[config.mk]
export PLATFORM = sky130hd
export DESIGN_NAME = bg_pixel_composer
export DESIGN_NICKNAME = d
export VERILOG_FILES = /design/src/rtl/bgr_pkg.sv /design/src/rtl/pixel_fifo.sv /design/src/rtl/bg_pixel_composer.sv
export SDC_FILE = /design/constraint.sdc
export NUM_CORES = 1
export LEC_CHECK = 0
export CAP_MARGIN = 20
export CELL_PAD_IN_SITES_DETAIL_PLACEMENT = 0
export CELL_PAD_IN_SITES_GLOBAL_PLACEMENT = 1
export CORE_UTILIZATION = 25
export DETAILED_ROUTE_END_ITERATION = 8
export HOLD_SLACK_MARGIN = 0.12
export MAX_ROUTING_LAYER = met4
export PLACE_DENSITY = 0.55
export RECOVER_POWER = 25
export SYNTH_ARGS = -nofsm -noshare
export SYNTH_HDL_FRONTEND = slang
export SYNTH_SLANG_ARGS = --single-unit
[constraint.sdc]
create_clock -name i_CLK -period 9.6 [get_ports i_CLK]
set_input_delay 0.96 -clock i_CLK [delete_from_list [all_inputs] [get_ports i_CLK]]
set_output_delay 0.96 -clock i_CLK [all_outputs]
set_load 0.02 [all_outputs]
[src/rtl/bgr_pkg.sv]
// Purpose: shared pixel types and width helpers for the background-removal path.
// Latency: n/a (types and constant functions only).
// Backpressure: n/a.
package bgr_pkg;

  // Pixel layout on the bus: {B[23:16], G[15:8], R[7:0]}.
  typedef struct packed {
    logic [7:0] b;
    logic [7:0] g;
    logic [7:0] r;
  } rgb_t;

  // Pure green, the usual replacement colour.
  localparam rgb_t BG_DEFAULT = '{b: 8'h00, g: 8'hFF, r: 8'h00};

  // Bits needed to index n items (at least 1).
  function automatic int unsigned bits_for(input int unsigned n);
    return (n <= 1) ? 1 : $clog2(n);
  endfunction

  // Bits needed to hold a count from 0 to max_count inclusive.
  function automatic int unsigned count_width(input int unsigned max_count);
    return bits_for(max_count + 1);
  endfunction

endpackage

[src/rtl/pixel_fifo.sv]
// Purpose: synchronous pixel FIFO with registered read data and synchronous flush.
// Latency: 1 clk from pop to rdata; occupancy visible the cycle after push/pop.
// Backpressure: none internally; caller must not push when full unless popping.
// Ports: clk/rst_n clock and async active-low reset; flush clears pointers;
//        push/wdata write side; pop/rdata read side; full/empty/level status.
module pixel_fifo
  import bgr_pkg::*;
#(
  parameter int DATA_WIDTH = 24,
  parameter int DEPTH      = 16
) (
  input  logic                           clk,
  input  logic                           rst_n,
  input  logic                           flush,
  input  logic                           push,
  input  logic [DATA_WIDTH-1:0]          wdata,
  input  logic                           pop,
  output logic [DATA_WIDTH-1:0]          rdata,
  output logic                           full,
  output logic                           empty,
  output logic [count_width(DEPTH)-1:0]  level
);

  localparam int AW    = bits_for(DEPTH);
  localparam int LVL_W = count_width(DEPTH);

  logic [DATA_WIDTH-1:0] mem [DEPTH];

  // One extra pointer bit distinguishes full from empty when indices match.
  logic [AW:0]           wr_q, wr_d;
  logic [AW:0]           rd_q, rd_d;
  logic [DATA_WIDTH-1:0] rdata_q, rdata_d;

  always_comb begin
    wr_d    = wr_q;
    rd_d    = rd_q;
    rdata_d = rdata_q;
    if (flush) begin
      wr_d = '0;
      rd_d = '0;
    end else begin
      if (push) wr_d = wr_q + 1'b1;
      if (pop) begin
        rd_d    = rd_q + 1'b1;
        rdata_d = mem[rd_q[AW-1:0]];
      end
    end
  end

  always_ff @(posedge clk or negedge rst_n) begin
    if (!rst_n) begin
      wr_q    <= '0;
      rd_q    <= '0;
      rdata_q <= '0;
    end else begin
      wr_q    <= wr_d;
      rd_q    <= rd_d;
      rdata_q <= rdata_d;
    end
  end

  // Storage needs no reset; a full-FIFO push+pop reads the old entry at this
  // slot before the new write lands.
  always_ff @(posedge clk) begin
    if (push && !flush) mem[wr_q[AW-1:0]] <= wdata;
  end

  assign empty = (wr_q == rd_q);
  assign full  = (wr_q[AW] != rd_q[AW]) && (wr_q[AW-1:0] == rd_q[AW-1:0]);
  assign level = LVL_W'(wr_q - rd_q);
  assign rdata = rdata_q;

endmodule

[src/rtl/bg_pixel_composer.sv]
// Purpose: pair each mask bit with the oldest buffered pixel; emit pixel or background colour.
// Latency: exactly 1 clk from i_MASK_VALID to o_VALID.
// Backpressure: none; pixels arriving on a full FIFO are dropped (o_OVF), masks on empty dropped (o_UNF).
// Ports: i_VALID/i_DATA pixel in; i_MASK_VALID/i_MASK mask in; i_BG_COLOR replacement;
//        i_CLR sync flush; o_VALID/o_DATA/o_EOL pixel out; o_FG_COUNT last-line fg count;
//        o_LEVEL FIFO occupancy; o_OVF/o_UNF sticky error flags.
module bg_pixel_composer
  import bgr_pkg::*;
#(
  parameter int DATA_WIDTH = 24,
  parameter int FIFO_DEPTH = 16,
  parameter int LINE_WIDTH = 640
) (
  input  logic                                i_CLK,
  input  logic                                i_RSTn,
  input  logic                                i_VALID,
  input  logic [DATA_WIDTH-1:0]               i_DATA,
  input  logic                                i_MASK_VALID,
  input  logic                                i_MASK,
  input  logic [DATA_WIDTH-1:0]               i_BG_COLOR,
  input  logic                                i_CLR,
  output logic                                o_VALID,
  output logic [DATA_WIDTH-1:0]               o_DATA,
  output logic                                o_EOL,
  output logic [count_width(LINE_WIDTH)-1:0]  o_FG_COUNT,
  output logic [count_width(FIFO_DEPTH)-1:0]  o_LEVEL,
  output logic                                o_OVF,
  output logic                                o_UNF
);

  localparam int COL_W = bits_for(LINE_WIDTH);
  localparam int FG_W  = count_width(LINE_WIDTH);
  localparam int LVL_W = count_width(FIFO_DEPTH);
  localparam logic [COL_W-1:0] LAST_COL = COL_W'(LINE_WIDTH - 1);

  logic                  fifo_full, fifo_empty;
  logic [DATA_WIDTH-1:0] fifo_rdata;
  logic [LVL_W-1:0]      fifo_level;
  logic                  push_en, pop_en;

  logic                  valid_q, valid_d;
  logic                  eol_q, eol_d;
  logic                  mask_q, mask_d;
  logic [DATA_WIDTH-1:0] bg_q, bg_d;
  logic [COL_W-1:0]      col_q, col_d;
  logic [FG_W-1:0]       acc_q, acc_d;
  logic [FG_W-1:0]       fg_q, fg_d;
  logic                  ovf_q, ovf_d;
  logic                  unf_q, unf_d;

  // Clear wins over everything. A pop frees a slot in the same cycle, so a
  // full FIFO can still accept a pixel alongside a mask. No empty bypass.
  assign pop_en  = i_MASK_VALID & ~fifo_empty & ~i_CLR;
  assign push_en = i_VALID & (~fifo_full | pop_en) & ~i_CLR;

  pixel_fifo #(
    .DATA_WIDTH (DATA_WIDTH),
    .DEPTH      (FIFO_DEPTH)
  ) u_fifo (
    .clk   (i_CLK),
    .rst_n (i_RSTn),
    .flush (i_CLR),
    .push  (push_en),
    .wdata (i_DATA),
    .pop   (pop_en),
    .rdata (fifo_rdata),
    .full  (fifo_full),
    .empty (fifo_empty),
    .level (fifo_level)
  );

  always_comb begin
    valid_d = 1'b0;
    eol_d   = 1'b0;
    mask_d  = mask_q;
    bg_d    = bg_q;
    col_d   = col_q;
    acc_d   = acc_q;
    fg_d    = fg_q;
    ovf_d   = ovf_q | (i_VALID & fifo_full & ~pop_en);
    unf_d   = unf_q | (i_MASK_VALID & fifo_empty);
    if (i_CLR) begin
      // Foreground count of the last completed line survives a flush.
      ovf_d = 1'b0;
      unf_d = 1'b0;
      col_d = '0;
      acc_d = '0;
    end else if (pop_en) begin
      valid_d = 1'b1;
      mask_d  = i_MASK;
      bg_d    = i_BG_COLOR;
      if (col_q == LAST_COL) begin
        eol_d = 1'b1;
        col_d = '0;
        fg_d  = acc_q + FG_W'(i_MASK);
        acc_d = '0;
      end else begin
        col_d = col_q + COL_W'(1);
        acc_d = acc_q + FG_W'(i_MASK);
      end
    end
  end

  always_ff @(posedge i_CLK or negedge i_RSTn) begin
    if (!i_RSTn) begin
      valid_q <= 1'b0;
      eol_q   <= 1'b0;
      mask_q  <= 1'b0;
      bg_q    <= '0;
      col_q   <= '0;
      acc_q   <= '0;
      fg_q    <= '0;
      ovf_q   <= 1'b0;
      unf_q   <= 1'b0;
    end else begin
      valid_q <= valid_d;
      eol_q   <= eol_d;
      mask_q  <= mask_d;
      bg_q    <= bg_d;
      col_q   <= col_d;
      acc_q   <= acc_d;
      fg_q    <= fg_d;
      ovf_q   <= ovf_d;
      unf_q   <= unf_d;
    end
  end

  // FIFO read data and the captured mask/colour all settle in the pop cycle,
  // so the select happens on registered values only.
  assign o_DATA     = mask_q ? fifo_rdata : bg_q;
  assign o_VALID    = valid_q;
  assign o_EOL      = eol_q;
  assign o_FG_COUNT = fg_q;
  assign o_LEVEL    = fifo_level;
  assign o_OVF      = ovf_q;
  assign o_UNF      = unf_q;

endmodule

==> flow_summary_export.csv, run 1 <==
group,metric,value,unit
run_status,status,"complete, but fails checks",
run_status,violations,"capacitance limit, slew limit",
synthesis,ys_seq_elements,477,
setup_path,crit_path_max_incr_delay,2590,ps
setup_path,crit_slowest_cell,"clkbuf_1",
synthesis,synthCells,1032,
floorplan,initial_utilization,25.3,%
power,swShare,26.3,%
clock_network,cts_max_level,2,
setup_path,cp_max_fo,54,
clock_network,post_cts_buffers,0,
power,p_comb_share,17.3,%
power,p_clk_share,38.3,%
grt,gr-total-overflow,0,
power,p_switching,0.00145,W
power,cell_internal_pwr,0.00407,W
grt,grt_usage,12.9,%
floorplan,core,0.0746,mm2
setup_path,cp.arrival,5430,ps
place,portBuffers,96,
setup_path,rrSetupSlack,5400,ps
clock_network,numCtsBuffers,52,
grt,grt_pass1_vias,10700,
floorplan,die_w,277,um
synthesis,syn_area,0.0189,mm2
timing,fmax,180,MHz
power,power.total,0.00552,W
setup_path,critPathCaptureType,"asynchronous set/reset pin",
floorplan,die_y,277,um
setup_path,worstReg2RegEnd,"u_fifo.mem[4][22]",
power,powerDensity,241,mW/mm2
cells_and_area,drive_gt1_share,23.9,%
cells_and_area,final_cells,2170,
drt,via_per_inst,4.55,
setup_path,worstSetupPathType,"primary input to asynchronous set/reset pin",
timing,setup_tns,0,ps
synthesis,synth_top_cell_area_share,61.0,%
hold_path,hold_path_class,"flop to flop",
timing,hold_viol_final,0,
clock_network,hold_buffers,0,
synthesis,yosysMostFrequentCell,"edfxtp_1",
hold_path,min_from,"bg_q[14]",
synthesis,synthTopCellsByArea,"edfxtp_1 (61%), dfrtp_1 (12%), mux4_2 (11%)",
synthesis,synth_area_per_cell,18.3,um2
synthesis,yosysTopAreaCell,"edfxtp_1",
clock_network,cts_resized,0,
grt,grt_max_degree,79,
hold_path,min_to,"bg_q[14]",
drt,drt_first_pass_iters,5,
timing,worst_slew_pin_slew,3590,ps
drt,vias,9877,
floorplan,fp-row-count,100,
timing,period_needed,5560,ps
clock_network,cts_buffer_depth,3,
place,gp_congestion,0.710,
clock_network,cts.sinks,477,
setup_path,cp_top_family,"buffers and inverters",
clock_network,clock_latency,610,ps
clock_network,tritoncts,"yes",
power,seq_power_share,44.4,%
setup_path,r2r_cells,7,
synthesis,synth_cell_types,51,
hold_path,whs_path_depth,2,
synthesis,ys_async_sr_fraction,19.5,%
power,ir_drop,0.000146,V
grt,antenna_found_initial,6,
setup_path,critical_path_buf_inv_count,3,
cells_and_area,syn_to_final_growth,21.2,%
drt,wirelength,47.7,mm
drt,drt_drc_violations_left,0,
setup_path,r2r_start,"u_fifo.rd_q[1]",
drt,drt_iter0_markers,722,
synthesis,yosysWarnings,0,
setup_path,crit_top_cell,"clkbuf_1",
cells_and_area,final_nets,1222,
timing,fin_crit_sh,57.9,%
place,placedCellCount,2069,
timing,max_slew_margin,-139,%
drt,ant_nets,0,
grt,grt_pass1_wl,71.6,mm
clock_network,path_clk_slew,60,ps
synthesis,netlist_top_cells_count,"edfxtp_1 (384), mux4_2 (96), nand2_1 (95), dfrtp_1 (93)",
setup_path,cp-start-kind,"primary input",
synthesis,synth_edf_count,384,
place,dp_hpwl,27.4,mm
setup_path,path_cells,"clkbuf_1 -> clkbuf_1 -> clkbuf_1",
synthesis,ys.flop_type,"edfxtp_1",
synthesis,syn_nets,1099,
floorplan,design.die.area,0.0767,mm2
floorplan,num_io_pins,97,
drt,wl_per_cell,22.0,um
synthesis,ys_seq_area_share,73.4,%
timing,slew_violations,85,
flow_run,max_cap_violations,2,
clock_network,cts-root-buf,"clkbuf_16",
timing,finalSetupViolCount,0,
power,leakagePower,7.50,nW
timing,finClkSkew,22.9,ps
timing,rsz0062_at_grt,"false",
setup_path,cp.required,9470,ps
[cells by family after synthesis]
kind of cell,share of synthesized area [%]
buffers and inverters,1.68
AOI/OAI and AO/OA,4.44
xor gates and xnor gates,1.01
and+or+nand+nor,4.00
muxes,14.6
adders and majority gates,0.901
DFF,73.4
[worst min-delay path, cell delays in order, from the launching register on]
cell and delay (ps):
dfrtp_1 340, nand2_1 50, nand2_1 50
[sequential cells by signal, summed over array words and instances (netlist names), 5 cells and up]
signal	count
acc_q	10
u_fifo.wr_q	5
o_FG_COUNT	10
u_fifo.mem	384
bg_q	24
col_q	10
u_fifo.rdata	24
u_fifo.rd_q	5
[how the worst max path moves through the flow]
stage,cells after the start,slack [ps],start,end
5_1_grt,3,2900,i_RSTn,bg_q[4]
3_3_place_gp,6,5290,i_MASK_VALID,u_fifo.mem[13][16]
4_1_cts,7,5270,u_fifo.rd_q[1],u_fifo.mem[4][22]
3_5_place_dp,6,5260,i_MASK_VALID,u_fifo.mem[4][16]
2_1_floorplan,9,5370,u_fifo.rd_q[3],u_fifo.mem[0][0]
6_report,3,4040,i_RSTn,bg_q[0]
[metal layers]
layer  vias up  track usage, %  share of wire (%)
met4         0            3.66                1.7
met5         -               -                  0
met2       232            20.8                 49
met1      5199            16.5                 44
li1       4381               -                  -
met3        65            2.32                4.9
[per-stage QoR]
| stage | util, % | hold slack (ps) | worst slack, ps | instance area (um2) |
|---|---|---|---|---|
| 6_report | 30.7 | 469 | 4040 | 22900 |
| 4_1_cts | 30.7 | 267 | 5270 | 22900 |
| 3_5_place_dp | 28.2 | 459 | 5260 | 21100 |
| 5_1_grt | 30.7 | 496 | 2900 | 22900 |
| 3_3_place_gp | 28.2 | 454 | 5290 | 21100 |
| 2_1_floorplan | - | 442 | 5370 | 18900 |
[power groups by stage]
stage	registers [W]	clock network, W	logic, W
6_report	0.00245	0.00211	0.000954
5_1_grt	0.00247	0.00224	0.00104
4_1_cts	0.00246	0.00217	0.000980
3_5_place_dp	0.00250	0	0.000977
3_3_place_gp	0.00250	0	0.000971
2_1_floorplan	0.00244	0	0.000633
[layout by cell type (no fill, tap or decap), types with 14 or more instances in the layout]
cell type and count:
a31oi_1 18, o22ai_1 49, mux4_2 96, nand2_1 95, clkbuf_16 52, dfrtp_1 91
edfxtp_1 384, buf_4 27, nor2_1 16, mux2_2 49, xnor2_1 14, o21ai_0 19
a21oi_1 28, clkdlybuf4s50_1 83
[final cells by class]
class / count / area (um2)
clock inverter: 35 / 417
clock buffer: 62 / 1410
fill: 7262 / 51700
multi-input combinational: 486 / 4770
timing repair buffer: 125 / 1160
tap: 969 / 1210
antenna: 3 / 7.51
inverter: 13 / 50.0
sequential: 477 / 13900
No activity file was read; power rests on OpenSTA's default activity.
==> inputs of run 2 (changes only) <==
- clock period: 9.6 -> 5.4 ns (I/O delays scaled with it)
==> flow_summary_export.csv, run 2 (same netlist as run 1, synthesis figures left out) <==
group,metric,value,unit
timing,timing.final.ws_setup,1560,ps
setup_path,crit_path_max_incr_delay,660,ps
cells_and_area,finish.instance_area,0.0229,mm2
setup_path,critical_path_buf_inv_count,2,
power,powerDensity,423,mW/mm2
clock_network,path_clk_slew,60,ps
setup_path,critPathCaptureType,"flop",
setup_path,path_cells,"inv_2 -> ha_1 -> and4_1 -> a311oi_1 -> nand2_1 -> nor2_2 -> buf_4",
drt,via_per_inst,4.48,
timing,period_needed,3840,ps
timing,hold_viol_final,0,
timing,rsz0062_at_grt,"false",
cells_and_area,drive_gt1_share,23.3,%
cells_and_area,mostFrequentLayoutCell,"edfxtp_1",
timing,fmax,260,MHz
cells_and_area,syn_to_final_growth,21.3,%
cells_and_area,final_cells,2179,
timing,finalSetupViolCount,0,
clock_network,clock_latency,610,ps
flow_run,max_cap_violations,0,
drt,ant_nets,0,
timing,max_slew_margin,35.3,%
grt,antenna_found_initial,2,
grt,grt_pass1_vias,10500,
grt,grt_pass1_wl,69.1,mm
drt,drt_drc_violations_left,0,
setup_path,cp.arrival,4140,ps
place,gp_congestion,0.728,
timing,fin_crit_sh,71.2,%
clock_network,cts.sinks,477,
floorplan,die_y,277,um
floorplan,design.die.area,0.0767,mm2
cells_and_area,final_cell_mix,"edfxtp_1 (384), mux4_2 (96), nand2_1 (95)",
timing,slew_violations,0,
setup_path,crit_slowest_cell,"nor2_2",
clock_network,cts_max_level,2,
clock_network,cts_resized,0,
clock_network,cts_buffer_depth,3,
drt,drt_first_pass_iters,5,
clock_network,numCtsBuffers,53,
floorplan,fp-row-count,100,
clock_network,tritoncts,"yes",
cells_and_area,layout.core_utilization,30.7,%
place,dp_hpwl,27.4,mm
drt,wl_per_cell,20.8,um
grt,grt_max_degree,55,
power,leakagePower,7.55,nW
drt,wirelength,45.3,mm
floorplan,initial_utilization,25.3,%
floorplan,core,0.0746,mm2
floorplan,die_w,277,um
floorplan,num_io_pins,97,
drt,drt_iter0_markers,658,
grt,grt_usage,12.4,%
place,placedCellCount,2077,
setup_path,cp-start-kind,"flop",
setup_path,cp_max_fo,27,
run_status,status,"complete, no violations",
place,dp_slack,1490,ps
timing,finClkSkew,23.7,ps
timing,setup_tns,0,ps
setup_path,cp.required,5700,ps
hold_path,hold_path_class,"primary input to flop",
drt,vias,9764,
setup_path,worstSetupPathType,"flop to flop",
cells_and_area,largest_register_ffs,384,
cells_and_area,final_nets,1231,
clock_network,cts-root-buf,"clkbuf_16",
power,ir_drop,0.000231,V
setup_path,cp_top_family,"simple AND/OR/NAND/NOR gates",
place,dpl_cell_area,0.0211,mm2
place,portBuffers,96,
grt,gr-total-overflow,0,
timing,worst_slew_pin_slew,969,ps
cells_and_area,num-fill-cells,7274,
[run 2: path summary, 6_finish.rpt]
check,slack (ps),end,cells past startpoint,startpoint
worst max-delay path,1560,u_fifo.mem[7][9],7,u_fifo.rd_q[1]
worst min-delay path,460,bg_q[18],3,i_BG_COLOR[18]
worst max register to register,1560,u_fifo.mem[7][9],7,u_fifo.rd_q[1]
worst min register to register,470,bg_q[21],2,bg_q[21]
min in group asynchronous,570,col_q[4],2,i_RSTn
max in group asynchronous,3650,bg_q[7],3,i_RSTn
[run 2: what timing repair did]
action / CTS / global route
hold buffers: 1 / 0
buffers inserted: 0 / 0
hold endpoints to repair: 47 / 0
[run 2: power by group]
| part | switching (W) | total (W) | internal [W] |
|---|---|---|---|
| Clock | 0.00149 | 0.00365 | 0.00215 |
| Combinational | 0.000826 | 0.00166 | 0.000832 |
| Sequential | 0.000200 | 0.00439 | 0.00419 |
[run 2: cell type report]
cell class,instances,area (um2),area share [%]
Tap cell,969,1210,5.29
Timing Repair Buffer,133,1250,5.46
Clock buffer,67,1380,6.02
Sequential cell,477,13900,60.5
Inverter,13,50.0,0.218
Antenna cell,2,5.00,0.0218
Multi-Input combinational cell,486,4770,20.8
Clock inverter,32,380,1.66
[run 2: worst min-delay path: stages]
cell and delay, ps:
clkdlybuf4s50_1 400, nand2_1 50, nand2_1 40
[run 2: through the flow]
step	power, W	hold slack (ps)
floorplan	0.00546	244
global placement	0.00616	455
detailed placement	0.00616	459
CTS	0.00987	421
global route	0.0101	447
finish	0.00969	456
[run 2: metal layers]
layer  vias up  track usage [%]  share of wire (%)
met4         0             3.80                2.5
li1       4396                -                  -
met3        70             1.99                3.8
met2       179             19.8                 48
met1      5119             16.1                 45
met5         -                -                  0
